[src/rtl/pc_fetch_unit.sv]
// rtl/pc_fetch_unit.sv - RV32I program counter with fetch handshake, redirects, misalign and trap entry
module pc_fetch_unit #(
    parameter int unsigned      dataW        = 32,
    parameter logic [dataW-1:0] ResetVector  = '0,
    parameter logic [dataW-1:0] TrapVector   = dataW'(32'h100),
    parameter bit               CompressedEn = 1'b0
) (
    input  logic             clock,
    input  logic             reset,
    input  logic             EQ,
    input  logic             NE,
    input  logic             LT,
    input  logic             LTU,
    input  logic             GE,
    input  logic             GEU,
    input  logic             BranchControl,
    input  logic [2:0]       PCBranchType,
    input  logic [1:0]       JumpMode,
    input  logic [dataW-1:0] BranchOffset,
    input  logic [dataW-1:0] RegBase,
    input  logic             InstrLen,
    input  logic             Stall,
    input  logic             FetchReady,
    input  logic             TrapReq,
    output logic [dataW-1:0] ProgAddr,
    output logic             FetchValid,
    output logic [dataW-1:0] LinkAddr,
    output logic [dataW-1:0] EPC,
    output logic             Misaligned
);

    typedef enum logic [1:0] {
        ST_BOOT = 2'd0,
        ST_RUN  = 2'd1,
        ST_TRAP = 2'd2
    } state_e;

    localparam logic [1:0] JM_SEQ  = 2'b00;
    localparam logic [1:0] JM_JAL  = 2'b01;
    localparam logic [1:0] JM_JALR = 2'b10;
    localparam logic [1:0] JM_MRET = 2'b11;

    state_e           state_q, state_d;
    logic [dataW-1:0] pc_q, pc_d;
    logic [dataW-1:0] epc_q, epc_d;
    logic             mis_q, mis_d;

    logic [dataW-1:0] step;
    logic [dataW-1:0] jalr_sum;
    logic [dataW-1:0] target;
    logic [5:0]       flags;
    logic             cond_taken;
    logic             redirect;
    logic             target_bad;
    logic             adv;

    // 16-bit step only exists when compressed support is built in
    always_comb begin
        step = dataW'(4);
        if (CompressedEn && !InstrLen) begin
            step = dataW'(2);
        end
    end

    always_comb begin
        flags      = {GEU, GE, LTU, LT, NE, EQ};
        cond_taken = 1'b0;
        if (BranchControl && (PCBranchType <= 3'd5)) begin
            cond_taken = flags[PCBranchType];
        end
    end

    always_comb begin
        jalr_sum = RegBase + BranchOffset;
        redirect = 1'b1;
        target   = pc_q + step;
        case (JumpMode)
            JM_MRET: target = epc_q;
            JM_JALR: target = jalr_sum & ~dataW'(1);
            JM_JAL:  target = pc_q + BranchOffset;
            default: begin
                if (cond_taken) begin
                    target = pc_q + BranchOffset;
                end else begin
                    redirect = 1'b0;
                end
            end
        endcase
        // sequential steps are aligned by construction; only redirects are checked
        target_bad = redirect && (target[0] || (!CompressedEn && target[1]));
    end

    assign adv = FetchReady && !Stall;

    always_comb begin
        state_d = state_q;
        pc_d    = pc_q;
        epc_d   = epc_q;
        mis_d   = 1'b0;
        case (state_q)
            ST_BOOT: state_d = ST_RUN;
            ST_TRAP: state_d = ST_RUN;
            ST_RUN: begin
                if (TrapReq) begin
                    epc_d   = pc_q;
                    pc_d    = TrapVector;
                    state_d = ST_TRAP;
                end else if (adv) begin
                    if (target_bad) begin
                        mis_d   = 1'b1;
                        epc_d   = pc_q;
                        pc_d    = TrapVector;
                        state_d = ST_TRAP;
                    end else begin
                        pc_d = target;
                    end
                end
            end
            default: state_d = ST_BOOT;
        endcase
    end

    always_ff @(posedge clock or negedge reset) begin
        if (!reset) begin
            state_q <= ST_BOOT;
            pc_q    <= ResetVector;
            epc_q   <= '0;
            mis_q   <= 1'b0;
        end else begin
            state_q <= state_d;
            pc_q    <= pc_d;
            epc_q   <= epc_d;
            mis_q   <= mis_d;
        end
    end

    assign ProgAddr   = pc_q;
    assign FetchValid = (state_q == ST_RUN);
    assign LinkAddr   = pc_q + step;
    assign EPC        = epc_q;
    assign Misaligned = mis_q;

    // JM_SEQ is the default arm of the target select
    logic unused_jm;
    assign unused_jm = (JumpMode == JM_SEQ);

endmodule

[config.mk]
export PLATFORM = sky130hd
export DESIGN_NAME = pc_fetch_unit
export DESIGN_NICKNAME = d
export VERILOG_FILES = /design/src/rtl/pc_fetch_unit.sv
export SDC_FILE = /design/constraint.sdc
export NUM_CORES = 1
export LEC_CHECK = 0
export BUFFER_PORTS_ARGS = -buffer_cell sky130_fd_sc_hd__buf_2
export CORE_MARGIN = 2
export CORE_UTILIZATION = 50
export CTS_CLUSTER_DIAMETER = 120
export CTS_CLUSTER_SIZE = 25
export DETAILED_ROUTE_END_ITERATION = 8
export GPL_TIMING_DRIVEN = 0
export PLACE_DENSITY_LB_ADDON = 0.2
export SLEW_MARGIN = 0
export SYNTH_ARGS = -nofsm -noshare
export SYNTH_HDL_FRONTEND = slang
export SYNTH_SLANG_ARGS = --single-unit
[constraint.sdc]
create_clock -name clock -period 5.7 [get_ports clock]
set_input_delay 0.57 -clock clock [delete_from_list [all_inputs] [get_ports clock]]
set_output_delay 0.57 -clock clock [all_outputs]
set_load 0.05 [all_outputs]
### Word-level counts from Yosys, hierarchy flattened

Index checks and enable logic that the tools add are counted.

* flip-flop bits (word level): 67
* output and inout bits: 98

* reductions and logical operators: 13
* $add $sub $neg: 3
* eq/ne operators: 7
* $lt $le $gt $ge: 2
* multiplexer cells: 21

Operators with widths (number)
* 32-bit two-way mux: 7
* 32-bit case mux with 3 select lines: 1
* 32-bit adder: 2
* 32-bit by 3-bit adder with 32-bit output (second input constant): 1
* 1-bit two-way mux: 8
* 2-bit equality test (second input constant): 3
* 2-bit two-way mux: 3
* 3-bit by 2-bit inequality test with 1-bit output (second input constant): 2
* 2-bit by 1-bit equality test with 1-bit output (second input constant): 2
* 3-bit by 4-bit less-than comparator with 1-bit output (second input constant): 1
* 2-bit case mux with 2 select lines: 1
* 2-bit AND reduction: 2
* 2-bit nonzero test: 2
* 1-bit binary-select mux with 3-bit select: 1
* 3-bit <= comparator (second input constant): 1
* 1-bit logical AND: 3
* 3-bit AND reduction: 1
* 3-bit OR reduction: 1
* 2-bit logical NOT: 1
* 2-bit OR reduction: 1
* 1-bit logical NOT: 1
* 1-bit logical OR: 1

### Logic depth before layout (Yosys ltp)

* depth in word-level cells: 11
* depth in mapped cells: 12

### Worst setup path after synthesis

OpenSTA, ideal clock, no wires.

* path type: flip-flop to flip-flop
* start: register pc_q[13] (netlist: ProgAddr[13])
* end: register pc_q[23] (netlist: ProgAddr[23])
* period minus slack after synthesis: 3.344 ns
* cell stages (with the launch flop): 10
* arrival time: 3.268 ns
* library setup time: 0.076 ns
* buffers on the path: 0
* slack: 2.356 ns
* cells stage by stage: dfrtp_1 and4_4 nand2_1 or3_1 nor2_1 nand4_1 xnor2_1 o21ai_0 a221o_1 o21ai_1

* word-level cells in the longest chain between the ends: 6
* elaborated cells on any way between the ends: 7
* those cells by class: add/sub (2); mux (5)

RTL lines
* from (decl): line 44 `logic [dataW-1:0] pc_q, pc_d;`
* from (signal assigned): line 126 `pc_q <= ResetVector;`
* from (signal assigned): line 131 `pc_q <= pc_d;`
* 32-bit by 3-bit adder with 32-bit output
* via LinkAddr[23]: line 27 `output logic [dataW-1:0] LinkAddr,`
* 32-bit two-way mux: line 82 `if (cond_taken) begin`
* 32-bit case mux with 3 select lines: line 77 `case (JumpMode)`
* 32-bit two-way mux: line 109 `if (target_bad) begin`
* 32-bit two-way mux: line 108 `end else if (adv) begin`
* 32-bit two-way mux: line 104 `if (TrapReq) begin`

The timed path passes the listed nets, and every way through them passes these cells. The select of a mux whose other input is x is not followed.
A chain may end at the register's enable or synchronous reset.

### Worst setup path in the final report

* start: register pc_q[6] (netlist: ProgAddr[6])
* end: output port LinkAddr[31]

* word-level cells in the longest chain between the ends: 1

RTL lines
* 32-bit by 3-bit adder with 32-bit output: line 139 `assign LinkAddr = pc_q + step;`
* to (decl): line 27

No other way between the ends.

==> impl_metrics.yaml <==
power:
  total_power_mw: 2.42
  leakagePower_nw: 4.43
  power_density_mw_per_mm2: 276
  peakVddDrop_uv: 164
clocking:
  postCtsSetupBuffers: 0
  clock-root-buffer: "clkbuf_16"
  cts.repair.resized: 0
  ctsHtreeMaxLevel: 3
  cts_buffers: 9
  cts_tree: "done"
  clkTransAtPathRegs_ps: 60
  clk_path_buf_depth: 2
  worstSkewPairLatency_ps: 350
  cts.sinks: 67
  cts.hold.buffers_added: 0
timing:
  rsz0062_at_grt: "no"
  whs_ps: 127
  relSlewSlack_pct: 35.7
  period_needed_ps: 3620
  drv_slew: 0
  setup_viol: 0
  finalCritPeriodShare_pct: 63.5
  clock_skew_ps: 8.01
  worstMarginPinSlew_ps: 961
  clock.fmax_ghz: 0.276
  tns_ps: 0
  finalHoldViolCount: 0
hold_path:
  hold_class: "in2async"
setup_path:
  critPathMaxFanout: 7
  critPathBufInv: 1
  cp_slowest_cell: "dfrtp_1"
  arrival_ps: 3050
  crit_required_ps: 5130
  endpoint_kind: "primary output"
  critPathMaxStageDelay_ps: 530
  path_cells: "and4_1 > nand3_1 > nor2_1 > nand3_1 > nor4_2 > xor2_1 > buf_2"
  path_class: "reg2out"
  path_delay_family: "simple AND/OR/NAND/NOR gates"
  cp-start-kind: "flop"
  r2r_slack_ps: 2290
  cpMostUsedCell: "nand3_1"
global_route:
  grt.total_usage_pct: 32.5
  grt_pass1_vias: 7545
  antenna_found_initial: 1
  grt_pass1_wl_mm: 40.0
  grt.overflow.total: 0
  grt_max_degree: 47
floorplanning:
  coreArea_mm2: 0.0144
  dieHeight_um: 125
  die-area_mm2: 0.0156
  pin_count: 180
  die_w_um: 125
  num_rows: 44
  initial_utilization_pct: 50.7
finish:
  fillers: 1380
  final_nets: 1227
  diodes: 0
  drive_gt1_share_pct: 23.5
  register_area_mm2: 0.00168
  multi_input_comb_area_mm2: 0.00534
  post-route-util_pct: 60.8
  final_cells: 1269
  area_growth_pct: 20.0
place:
  port_buffers: 178
  placedCellCount: 1254
  hpwl_mm: 19.9
  gp_congestion: 0.938
route:
  post-route-drc-count: 0
  first_iter_violations: 492
  routed_wl_mm: 25.8
  drt_pass1_iterations: 5
  vias: 7829
  via_per_inst: 6.17
  wl_per_cell_um: 20.4
  final_antenna_net_count: 0
run:
  maxCapViolCount: 0
synth:
  synth_top_area_share_pct: 22.9
  synth_xor_xnor_area_share_pct: 9.10
  synth-seq-cells: 67
  ys_seq_area_share_pct: 22.9
  synth_commonest_cells: "95 x nand2_1, 69 x a21oi_1, 67 x dfrtp_1, 62 x ha_1, 59 x nor2_1"
  synth_top_family_by_area: "compound AO/OA/AOI/OAI gates"
  netlist_instances: 891
  yosysWarnings: 0
  synth_area_per_cell_um2: 8.21
  synthArstFlopShare_pct: 100
  synth_area_leader_cell: "dfrtp_1"
  yosysUniqueCellTypes: 77
  synth_edf_count: 0
  synth_fa_ha_area_share_pct: 11.2
  synth.net_count: 1037
  synth_compound_area_share_pct: 28.3
  synth.cell_area_mm2: 0.00731
  synth.area.top_cells: "dfrtp_1 23%, ha_1 11%, xnor2_1 4.9%"
  synth.area.mux_share_pct: 5.73
  ys.flop_type: "dfrtp_1"
  yosys.area_share.simple_pct: 18.8
  yosysMostFrequentCell: "nand2_1"
run_status:
  status: "finished, final reports clean"
==> cell type report <==
class | count | share of cell area (%)
buffer | 46 | 2.41
clock inverter | 5 | 0.899
clock buffer | 10 | 2.61
sequential | 67 | 19.1
multi-input combinational | 756 | 60.9
tap | 184 | 2.63
inverter | 22 | 0.942
timing repair buffer | 179 | 10.5
==> final timing paths <==
kind / startpoint / end / cells after the start
worst max-delay path: ProgAddr[6] / LinkAddr[31] / 7
min in group clock: state_q[1] / state_q[0] / 1
worst min-delay path: reset / EPC[25] / 1
worst max register to register: ProgAddr[0] / ProgAddr[28] / 12
worst min register to register: state_q[1] / state_q[0] / 1
max in group asynchronous: reset / ProgAddr[10] / 2
==> flip-flops by register name, indices dropped and copies added, names as in the netlist <==
signal      cells
EPC            32
state_q         2
ProgAddr       32
Misaligned      1
==> metal layers <==
| layer | GRT usage [%] | vias to the layer above | share of wire, % |
|---|---|---|---|
| met1 | 44.6 | 3713 | 45 |
| li1 | - | 3734 | - |
| met5 | 0 | - | 0.046 |
| met2 | 51.6 | 333 | 45 |
| met4 | 12.9 | 2 | 3.0 |
| met3 | 5.33 | 47 | 7.5 |
==> report_power, final <==
group          leakage (nW)  switching, mW  internal, mW  total, mW
sequential            0.913         0.0895         0.541      0.630
clock                 0.152          0.223         0.380      0.603
combinational          3.37          0.817         0.369       1.19
==> per-stage QoR <==
| step | instance area [µm²] | worst slack (ps) |
|---|---|---|
| 2_1_floorplan | 7310 | 2360 |
| 3_3_place_gp | 8430 | 2110 |
| 3_5_place_dp | 8460 | 2080 |
| 4_1_cts | 8770 | 2160 |
| 5_1_grt | 8770 | 1960 |
| 6_report | 8770 | 2080 |
==> kinds of logic (layout without fill, tap and decap cells) <==
group,Yosys count,in the layout
AOI/OAI and AO/OA,296,296
and+or+nand+nor,283,283
xor gates and xnor gates,76,76
buffers and inverters,68,262
DFF,67,67
adders and majority gates,64,64
muxes,37,37
==> placed cells by master (no fill, tap or decap), types with 9 or more instances in the layout <==
cell       netlist  layout
nand4_1         23      23
and3_1          11      11
o211ai_1        21      21
a211oi_1        10      10
a21o_1          39      39
o221ai_1         9       9
clkbuf_16        0       9
a21oi_1         69      69
nand2b_1        12      12
buf_2            7     184
xor2_1          35      35
nor2_1          59      59
o21ai_0         51      51
mux2_2          28      28
dfrtp_1         67      67
nand2_1         95      95
a31oi_1         11      11
xnor2_1         41      41
clkbuf_1        31      32
nor3_1          16      16
inv_1           22      22
nand3_1         25      25
ha_1            62      62
Note: power is estimated with default switching activity, not from simulation.
